**src/rtl/uart_transmitter_if.sv**
```systemverilog
// Host-side handshake for the UART transmit stage: byte, start strobe, line and status.
interface uart_transmitter_if;
  logic [7:0] data_in;
  logic       tx_start;
  logic       tx;
  logic       busy;
  logic       done;
  logic       parity_out;

  modport master (
    output data_in,
    output tx_start,
    input  tx,
    input  busy,
    input  done,
    input  parity_out
  );

  modport slave (
    input  data_in,
    input  tx_start,
    output tx,
    output busy,
    output done,
    output parity_out
  );
endinterface

```
**src/rtl/uart_transmitter.sv**
```systemverilog
// UART transmit stage: start bit, 8 data bits LSB first, optional parity, 1 or 2 stop bits.
// Bit timing is derived from the system clock; all outputs are registered.
module uart_transmitter #(
  parameter int unsigned CLKS_PER_BIT = 434,
  parameter int unsigned PARITY_EN    = 1,
  parameter int unsigned PARITY_ODD   = 0,
  parameter int unsigned STOP_BITS    = 1
) (
  input logic                clk,
  input logic                reset,
  uart_transmitter_if.slave  bus
);

  localparam int unsigned CntW = $clog2(CLKS_PER_BIT);
  localparam logic [CntW-1:0] CntMax = CntW'(CLKS_PER_BIT - 1);
  localparam logic [2:0] LastStop = 3'(STOP_BITS - 1);

  typedef enum logic [2:0] {StIdle, StStart, StData, StParity, StStop} state_e;

  state_e          state_q, state_d;
  logic [CntW-1:0] baud_q, baud_d;
  logic [2:0]      bit_q, bit_d;
  logic [7:0]      shreg_q, shreg_d;
  logic            tx_q, tx_d;
  logic            busy_q, busy_d;
  logic            done_q, done_d;
  logic            parity_q, parity_d;
  logic            bit_end;

  assign bit_end = (baud_q == CntMax);

  always_comb begin
    state_d  = state_q;
    baud_d   = bit_end ? '0 : baud_q + 1'b1;
    bit_d    = bit_q;
    shreg_d  = shreg_q;
    tx_d     = tx_q;
    busy_d   = busy_q;
    done_d   = 1'b0;
    parity_d = parity_q;

    unique case (state_q)
      StIdle: begin
        baud_d = '0;
        bit_d  = '0;
        tx_d   = 1'b1;
        busy_d = 1'b0;
        if (bus.tx_start) begin
          shreg_d  = bus.data_in;
          parity_d = (^bus.data_in) ^ (PARITY_ODD != 0);
          busy_d   = 1'b1;
          tx_d     = 1'b0;
          state_d  = StStart;
        end
      end
      StStart: begin
        if (bit_end) begin
          tx_d    = shreg_q[0];
          bit_d   = '0;
          state_d = StData;
        end
      end
      StData: begin
        if (bit_end) begin
          shreg_d = shreg_q >> 1;
          if (bit_q == 3'd7) begin
            bit_d = '0;
            if (PARITY_EN != 0) begin
              tx_d    = parity_q;
              state_d = StParity;
            end else begin
              tx_d    = 1'b1;
              state_d = StStop;
            end
          end else begin
            // Next data bit is the one just above the current LSB.
            tx_d  = shreg_q[1];
            bit_d = bit_q + 3'd1;
          end
        end
      end
      StParity: begin
        if (bit_end) begin
          tx_d    = 1'b1;
          bit_d   = '0;
          state_d = StStop;
        end
      end
      StStop: begin
        if (bit_end) begin
          if (bit_q == LastStop) begin
            bit_d   = '0;
            busy_d  = 1'b0;
            done_d  = 1'b1;
            state_d = StIdle;
          end else begin
            bit_d = bit_q + 3'd1;
          end
        end
      end
      default: state_d = StIdle;
    endcase
  end

  always_ff @(posedge clk) begin
    if (reset) begin
      state_q  <= StIdle;
      baud_q   <= '0;
      bit_q    <= '0;
      shreg_q  <= '0;
      tx_q     <= 1'b1;
      busy_q   <= 1'b0;
      done_q   <= 1'b0;
      parity_q <= 1'b0;
    end else begin
      state_q  <= state_d;
      baud_q   <= baud_d;
      bit_q    <= bit_d;
      shreg_q  <= shreg_d;
      tx_q     <= tx_d;
      busy_q   <= busy_d;
      done_q   <= done_d;
      parity_q <= parity_d;
    end
  end

  assign bus.tx         = tx_q;
  assign bus.busy       = busy_q;
  assign bus.done       = done_q;
  assign bus.parity_out = parity_q;

endmodule
```
**src/flat_wrapper.sv**
```systemverilog
// flat-port wrapper written by rule: the top's interface ports become plain ports
module uart_transmitter_flat 
#(
  parameter int unsigned CLKS_PER_BIT = 434,
  parameter int unsigned PARITY_EN    = 1,
  parameter int unsigned PARITY_ODD   = 0,
  parameter int unsigned STOP_BITS    = 1
)
  (clk, reset, bus_data_in, bus_tx_start, bus_tx, bus_busy, bus_done, bus_parity_out);
  uart_transmitter_if bus_i ();
  input logic clk;
  input logic reset;
  input wire logic [$bits(bus_i.data_in)-1:0] bus_data_in;
  input wire logic [$bits(bus_i.tx_start)-1:0] bus_tx_start;
  output wire logic [$bits(bus_i.tx)-1:0] bus_tx;
  output wire logic [$bits(bus_i.busy)-1:0] bus_busy;
  output wire logic [$bits(bus_i.done)-1:0] bus_done;
  output wire logic [$bits(bus_i.parity_out)-1:0] bus_parity_out;
  assign bus_i.data_in = bus_data_in;
  assign bus_i.tx_start = bus_tx_start;
  assign bus_tx = bus_i.tx;
  assign bus_busy = bus_i.busy;
  assign bus_done = bus_i.done;
  assign bus_parity_out = bus_i.parity_out;
  uart_transmitter #(.CLKS_PER_BIT(CLKS_PER_BIT), .PARITY_EN(PARITY_EN), .PARITY_ODD(PARITY_ODD), .STOP_BITS(STOP_BITS)) u_core (.clk(clk), .reset(reset), .bus(bus_i));
endmodule
```
**config.mk**
```make
export PLATFORM = sky130hd
export DESIGN_NAME = uart_transmitter_flat
export DESIGN_NICKNAME = d
export VERILOG_FILES = /design/src/rtl/uart_transmitter_if.sv /design/src/rtl/uart_transmitter.sv /design/src/flat_wrapper.sv
export SDC_FILE = /design/constraint.sdc
export NUM_CORES = 1
export LEC_CHECK = 0
export BUFFER_PORTS_ARGS = -buffer_cell sky130_fd_sc_hd__buf_4
export CORE_UTILIZATION = 53
export CTS_BUF_LIST = sky130_fd_sc_hd__clkbuf_4 sky130_fd_sc_hd__clkbuf_8
export DETAILED_ROUTE_END_ITERATION = 10
export GPL_ROUTABILITY_DRIVEN = 0
export PLACE_DENSITY = 0.86
export REMOVE_ABC_BUFFERS = 1
export SYNTH_ARGS = -nofsm -noshare
export SYNTH_HDL_FRONTEND = slang
export SYNTH_SLANG_ARGS = --single-unit
```
**constraint.sdc**
```tcl
create_clock -name clk -period 1.7 [get_ports clk]
set_input_delay 0.51 -clock clk [delete_from_list [all_inputs] [get_ports clk]]
set_output_delay 0.51 -clock clk [all_outputs]
set_load 0.01 [all_outputs]
```
# After elaboration in Yosys (flattened, before gate mapping)
# Index checks and enable logic that the tools add are counted.
[word_totals]
reg_bits = 27
in_bits = 11
output_inout_bits = 4
elab_cells = 70
[op_classes]
n_addsub = 2
n_eq_ne = 14
n_mux = 28
bitwise_logic = 2
reduce_logical = 16
[ops]
columns = ["cell", "count"]
rows = [
  ["$mux W3", 12],
  ["$mux W8", 2],
  ["$pmux W8 S2", 1],
  ["$pmux W3 S5", 1],
  ["$ne A2 B1 Y1 const B", 7],
  ["$pmux W3 S4", 1],
  ["$add A9 B1 Y9 const B", 1],
  ["$eq A9 B9 Y1 const B", 1],
  ["$mux W1", 9],
  ["$reduce_and A4 Y1", 2],
  ["$reduce_bool A4 Y1", 2],
  ["$reduce_xor A8 Y1", 1],
  ["$reduce_and A7 Y1", 1],
  ["$eq A3 B2 Y1 const B", 2],
  ["$eq A3 B3 Y1 const B", 2],
  ["$logic_not A3 Y1", 2],
  ["$reduce_and A3 Y1", 2],
  ["$reduce_or A3 Y1", 2],
  ["$pmux W1 S4", 1],
  ["$reduce_bool A2 Y1", 2],
  ["$add A3 B1 Y3 const B", 1],
  ["$eq A3 B1 Y1 const B", 1],
  ["$ne A2 B2 Y1 const B", 1],
  ["$not A1 Y1", 2],
  ["3 further kinds", 3],
]

# Depth between registers and ports, before layout
[logic_depth]
depth_word = 4
mapped_depth = 8
depth_no_buf = 6

# Worst setup path after synthesis
# No wires, ideal clock.
[synth_path]
kind = "register to register"
startpoint = "register u_core.baud_q[0]"
endpoint = "register u_core.state_q[0]"
setup_time_ns = 0.121
t_arrival_ns = 1.549
required_ns = 1.579
path_slack_ns = 0.029
path_stages_with_launch = 7
n_path_buf = 1
synth_period_minus_slack_ns = 1.671
cell_sequence = "dfxtp_1 -> ha_1 -> and4b_4 -> buf_6 -> a211oi_2 -> a211oi_4 -> mux2_4"
[synth_via]
elab_chain_cells = 3
elab_cells_between_ends = 6
cone_classes = "eq/ne: 5; reduce/logical: 1"
[synth_rtl]
columns = ["item", "line_no", "text"]
rows = [
  ["start: declaration", "uart_transmitter.sv:21", "logic [CntW-1:0] baud_q, baud_d;"],
  ["start signal: assignment", "uart_transmitter.sv:117", "baud_q <= baud_d;"],
  ["$eq A9 B9 Y1 *", "uart_transmitter.sv:30", "assign bit_end = (baud_q == CntMax);"],
  ["$ne A2 B1 Y1 (no line)", "n/a", ""],
  ["$reduce_and A7 Y1 (no line) *", "n/a", ""],
  ["end signal: assignment", "uart_transmitter.sv:107", "state_q <= StIdle;"],
  ["end signal: assignment", "uart_transmitter.sv:116", "state_q <= state_d;"],
  ["end: declaration", "uart_transmitter.sv:20", "state_e state_q, state_d;"],
]
# Mark *: on every way between the ends. The rest lies on a longest branch, timed or not.
# A chain may end at the register's enable or synchronous reset.

# Final worst setup path
[layout_path]
startpoint = "register u_core.bit_q[1]"
endpoint = "register u_core.tx_q (netlist: u_core.bus.tx)"
[layout_via]
elab_chain_cells = 4
[layout_rtl]
columns = ["item", "line_no", "text"]
rows = [
  ["start: declaration", "uart_transmitter.sv:22", "logic [2:0] bit_q, bit_d;"],
  ["start signal: assignment", "uart_transmitter.sv:118", "bit_q <= bit_d;"],
  ["$eq A3 B3 Y1", "uart_transmitter.sv:66", "if (bit_q == 3'd7) begin"],
  ["$mux W1", "uart_transmitter.sv:66", ""],
  ["$mux W1", "uart_transmitter.sv:64", "if (bit_end) begin"],
  ["$pmux W1 S4", "uart_transmitter.sv:42", "unique case (state_q)"],
  ["end signal: assignment", "uart_transmitter.sv:120", "tx_q <= tx_d;"],
  ["end: declaration", "uart_transmitter.sv:24", "logic tx_q, tx_d;"],
]
# Every way passes these cells. The select of a mux whose other input is x is not followed.

==> summary.md <==
| Metric | Value |
|---|---|
| Status | finished, final reports clean |
| Synth top cells by count | 27 x dfxtp_1, 14 x nor2_1, 9 x mux2i_1 |
| CTS Buffer Depth | 2 |
| Slowest stage delay, CP | 370 ps |
| Final core occ | 0.6456 |
| Root Buffer | clkbuf_4 |
| Placed inst area | 0.001697 mm² |
| Drt via density | 5.890 |
| CP required | 1930 ps |
| Synthesized flop and latch total | 27 |
| Share of cells above drive strength 1 | 0.3575 |
| Critical Path End Type | register |
| RSZ-0062 raised after global routing | true |
| Worst Hold End | u_core.shreg_q[5]$_SDFFE_PP0P_ |
| Yosys cell types | 49 |
| Multi-input gate area | 943.4 µm² |
| Full die area | 0.003133 mm² |
| Core area | 0.002758 mm² |
| WL/cell | 14.92 µm |
| Syn Inst Count | 158 |
| Final Max Slew Viols | 0 |
| R2r setup slk | 50 ps |
| Starting density of the core | 0.5599 |
| Clock power share | 0.173 |
| Synth Area per Inst | 9.772 µm² |
| Final instance area | 0.001780 mm² |
| Slowest stage cell, crit path | dfxtp_2 |
| Initial antenna violation count | 0 |
| Ant. Diodes | 0 |
| Post-DP HPWL | 2330 µm |
| Final setup margin | 48.03 ps |
| Leading register cell type out of synthesis | dfxtp_1 |
| First-pass GRT wire length | 5430 µm |
| Hold path start | reset |
| CP delay by family, top | compound AO/OA/AOI/OAI gates |
| Async SR Flop Fraction | 0 |
| Clk slew on worst S/H paths | 140 ps |
| Leading area contributor after synthesis | dfxtp_1 |
| Gr ovfl total | 0 |
| Max_slew headroom | 0.7103 |
| Pleak | 0.6671 nW |
| Final wirelength | 3134 µm |
| Pwr dens | 909.1 mW/mm² |
| Sequential power share | 0.482 |
| Via count | 1237 |
| Clk_skew | 5.950 ps |
| Crit path buf inv count | 0 |
| GRT Total Usage | 0.2183 |
| Synth area leaders | dfxtp_1 35%, mux2i_1 5.8%, xnor2_1 4.5% |
| CP Class | reg -> reg |
| Post-synth EDFFs | 0 |
| Sequence of cells on the critical path | ha_1 > ha_2 > mux2_2 > a211o_1 > o31ai_1 > o311ai_1 |
| FF-to-FF End | u_core.bus.tx$_SDFFE_PP1P_ |
| Latest clock arrival within the worst-skew pair | 330 ps |
| Crit path time final | 1652 ps |
| Port bufs | 14 |
| Drc violations | 0 |
| Hold Crit Class | in -> reg |
| Internal power | 1.060 mW |
| CTS sink cnt | 27 |
| Hold-fix buffers at CTS | 0 |
| IO Count | 15 |
| Area share of the largest cell type after synthesis | 0.3501 |
| Net Sw Frac | 0.3453 |
| Vias in the first global route | 1283 |
| Total CTS buffers | 3 |
| CP arrival | 1880 ps |
| Worst hold path depth | 2 |
| H-tree Lvls | 1 |
| Initial DRC count | 36 |
| Yosys warning total | 0 |
| Die width | 55.98 µm |
| Reg2Reg Launch Point | u_core.bit_q[1]$_SDFFE_PP0P_ |
| Worst slew pin tran | 434.0 ps |
| Routed Antenna Nets | 0 |
| CP startpoint kind | register |
| Pre-CTS WS | -14.06 ps |
| Maximum VDD drop | 0.8104 mV |
| # fillers | 216 |
| CP Max Fanout | 3 |
| Final hold vios | 0 |
| Sequential cell area | 545.5 µm² |
| Register area share after synthesis | 0.3501 |
| Synth Cell Area | 0.001544 mm² |
| Die height | 55.98 µm |
| Max-cap violations | 0 |
| Detailed Routing Iterations Pass 1 | 4 |
| Comb pwr share | 0.345 |
| Final #Nets | 196 |
| CTS tree | done |
| Most common cell in the netlist | dfxtp_1 |
| Largest net degree at the start of global routing | 17 |
| FMAX | 605.3 MHz |
| Fin Setup TNS | 0 ps |
| Switching power | 0.5589 mW |
| Fin crit share | 0.9717 |
| Final setup violation count | 0 |
| Site Rows | 19 |
| Area delta synth->final | 15.32% |
| R2R depth | 6 |
## layer usage
layer  GRT usage  routed length (µm)  vias up
li1            -                   -      603
met1      0.2434                1337      608
met2      0.4031                1680       21
met3     0.03256                  66        5
met4      0.1010                  50        0
met5           0                   0        -
## cell usage in the layout, fill, tap and decap left out, types with 2 or more instances in the layout
master | netlist | final
dfxtp_1 | 27 | 23
mux2i_1 | 9 | 9
mux2_4 | 2 | 2
a211oi_1 | 4 | 4
dfxtp_2 | 0 | 4
a211oi_2 | 4 | 4
nand3_1 | 4 | 4
nor2_1 | 14 | 14
nor3_1 | 2 | 2
xor2_1 | 6 | 6
clkbuf_4 | 0 | 3
buf_4 | 3 | 27
a21oi_1 | 5 | 5
inv_1 | 6 | 6
nand4_1 | 4 | 4
nor2_2 | 8 | 8
xnor2_1 | 8 | 8
or3_1 | 3 | 2
ha_1 | 5 | 4
nand2b_1 | 2 | 2
o21ai_0 | 4 | 4
nand2_1 | 4 | 4
## through the flow
stage                     hold WS, ps  cells  total power, mW
after floorplan                 455.4    148            1.156
after global placement          471.9    204            1.307
after detailed placement        484.5    204            1.341
after CTS                       468.7    209            1.621
after global routing            477.2    210            1.704
final                           476.6    210            1.619
## cell type report
cell class | instances | share of cell area
clock buffers | 3 | 0.01265
repair buffers | 27 | 0.1138
multi-input cells | 115 | 0.5299
clock inverters | 1 | 0.002811
flip-flops and latches | 27 | 0.3064
well taps | 31 | 0.02178
inverters | 6 | 0.01265
## power groups by stage
stage	Clock [mW]	Combinational, mW	Sequential (mW)
3_5_place_dp	0	0.547	0.794
5_1_grt	0.311	0.601	0.792
4_1_cts	0.287	0.555	0.779
6_report	0.280	0.558	0.781
3_3_place_gp	0	0.518	0.789
2_1_floorplan	0	0.364	0.792
## state kept, by name, indices dropped and copies added, names as in the netlist
register,count
u_core.baud_q,9
u_core.bit_q,3
u_core.bus.busy,1
u_core.bus.done,1
u_core.bus.parity_out,1
u_core.bus.tx,1
u_core.shreg_q,8
u_core.state_q,3
## cell families after synthesis
family | count (synthesis) | synth area share
and+or+nand+nor | 54 | 0.2196
AOI/OAI and AO/OA | 30 | 0.1629
DFF | 27 | 0.3501
buffers and inverters | 16 | 0.06240
xor gates and xnor gates | 14 | 0.07942
muxes | 12 | 0.08509
adders and majority gates | 5 | 0.04052
## how the worst max path moves through the flow
| stage | end | slack (ps) | depth (start not counted) | from |
|---|---|---|---|---|
| floorplan | u_core.state_q[0]$_SDFFE_PP0P_ | -400 | 4 | u_core.baud_q[5]$_SDFF_PP0_ |
| global placement | u_core.bus.tx$_SDFFE_PP1P_ | 40 | 6 | u_core.bit_q[1]$_SDFFE_PP0P_ |
| detailed placement | u_core.baud_q[4]$_SDFF_PP0_ | -10 | 6 | u_core.baud_q[1]$_SDFF_PP0_ |
| CTS | u_core.state_q[0]$_SDFFE_PP0P_ | 0.5 | 5 | u_core.baud_q[5]$_SDFF_PP0_ |
| global route | u_core.bus.tx$_SDFFE_PP1P_ | -10 | 6 | u_core.bit_q[1]$_SDFFE_PP0P_ |
| finish | u_core.bus.tx$_SDFFE_PP1P_ | 50 | 6 | u_core.bit_q[1]$_SDFFE_PP0P_ |
## what timing repair did
action	in CTS	in global routing
setup endpoints to repair	12	11
endpoints found under the hold margin	0	0
gates resized for setup	3	9
setup buffers	1	1
No activity file was read; power rests on OpenSTA's default activity.
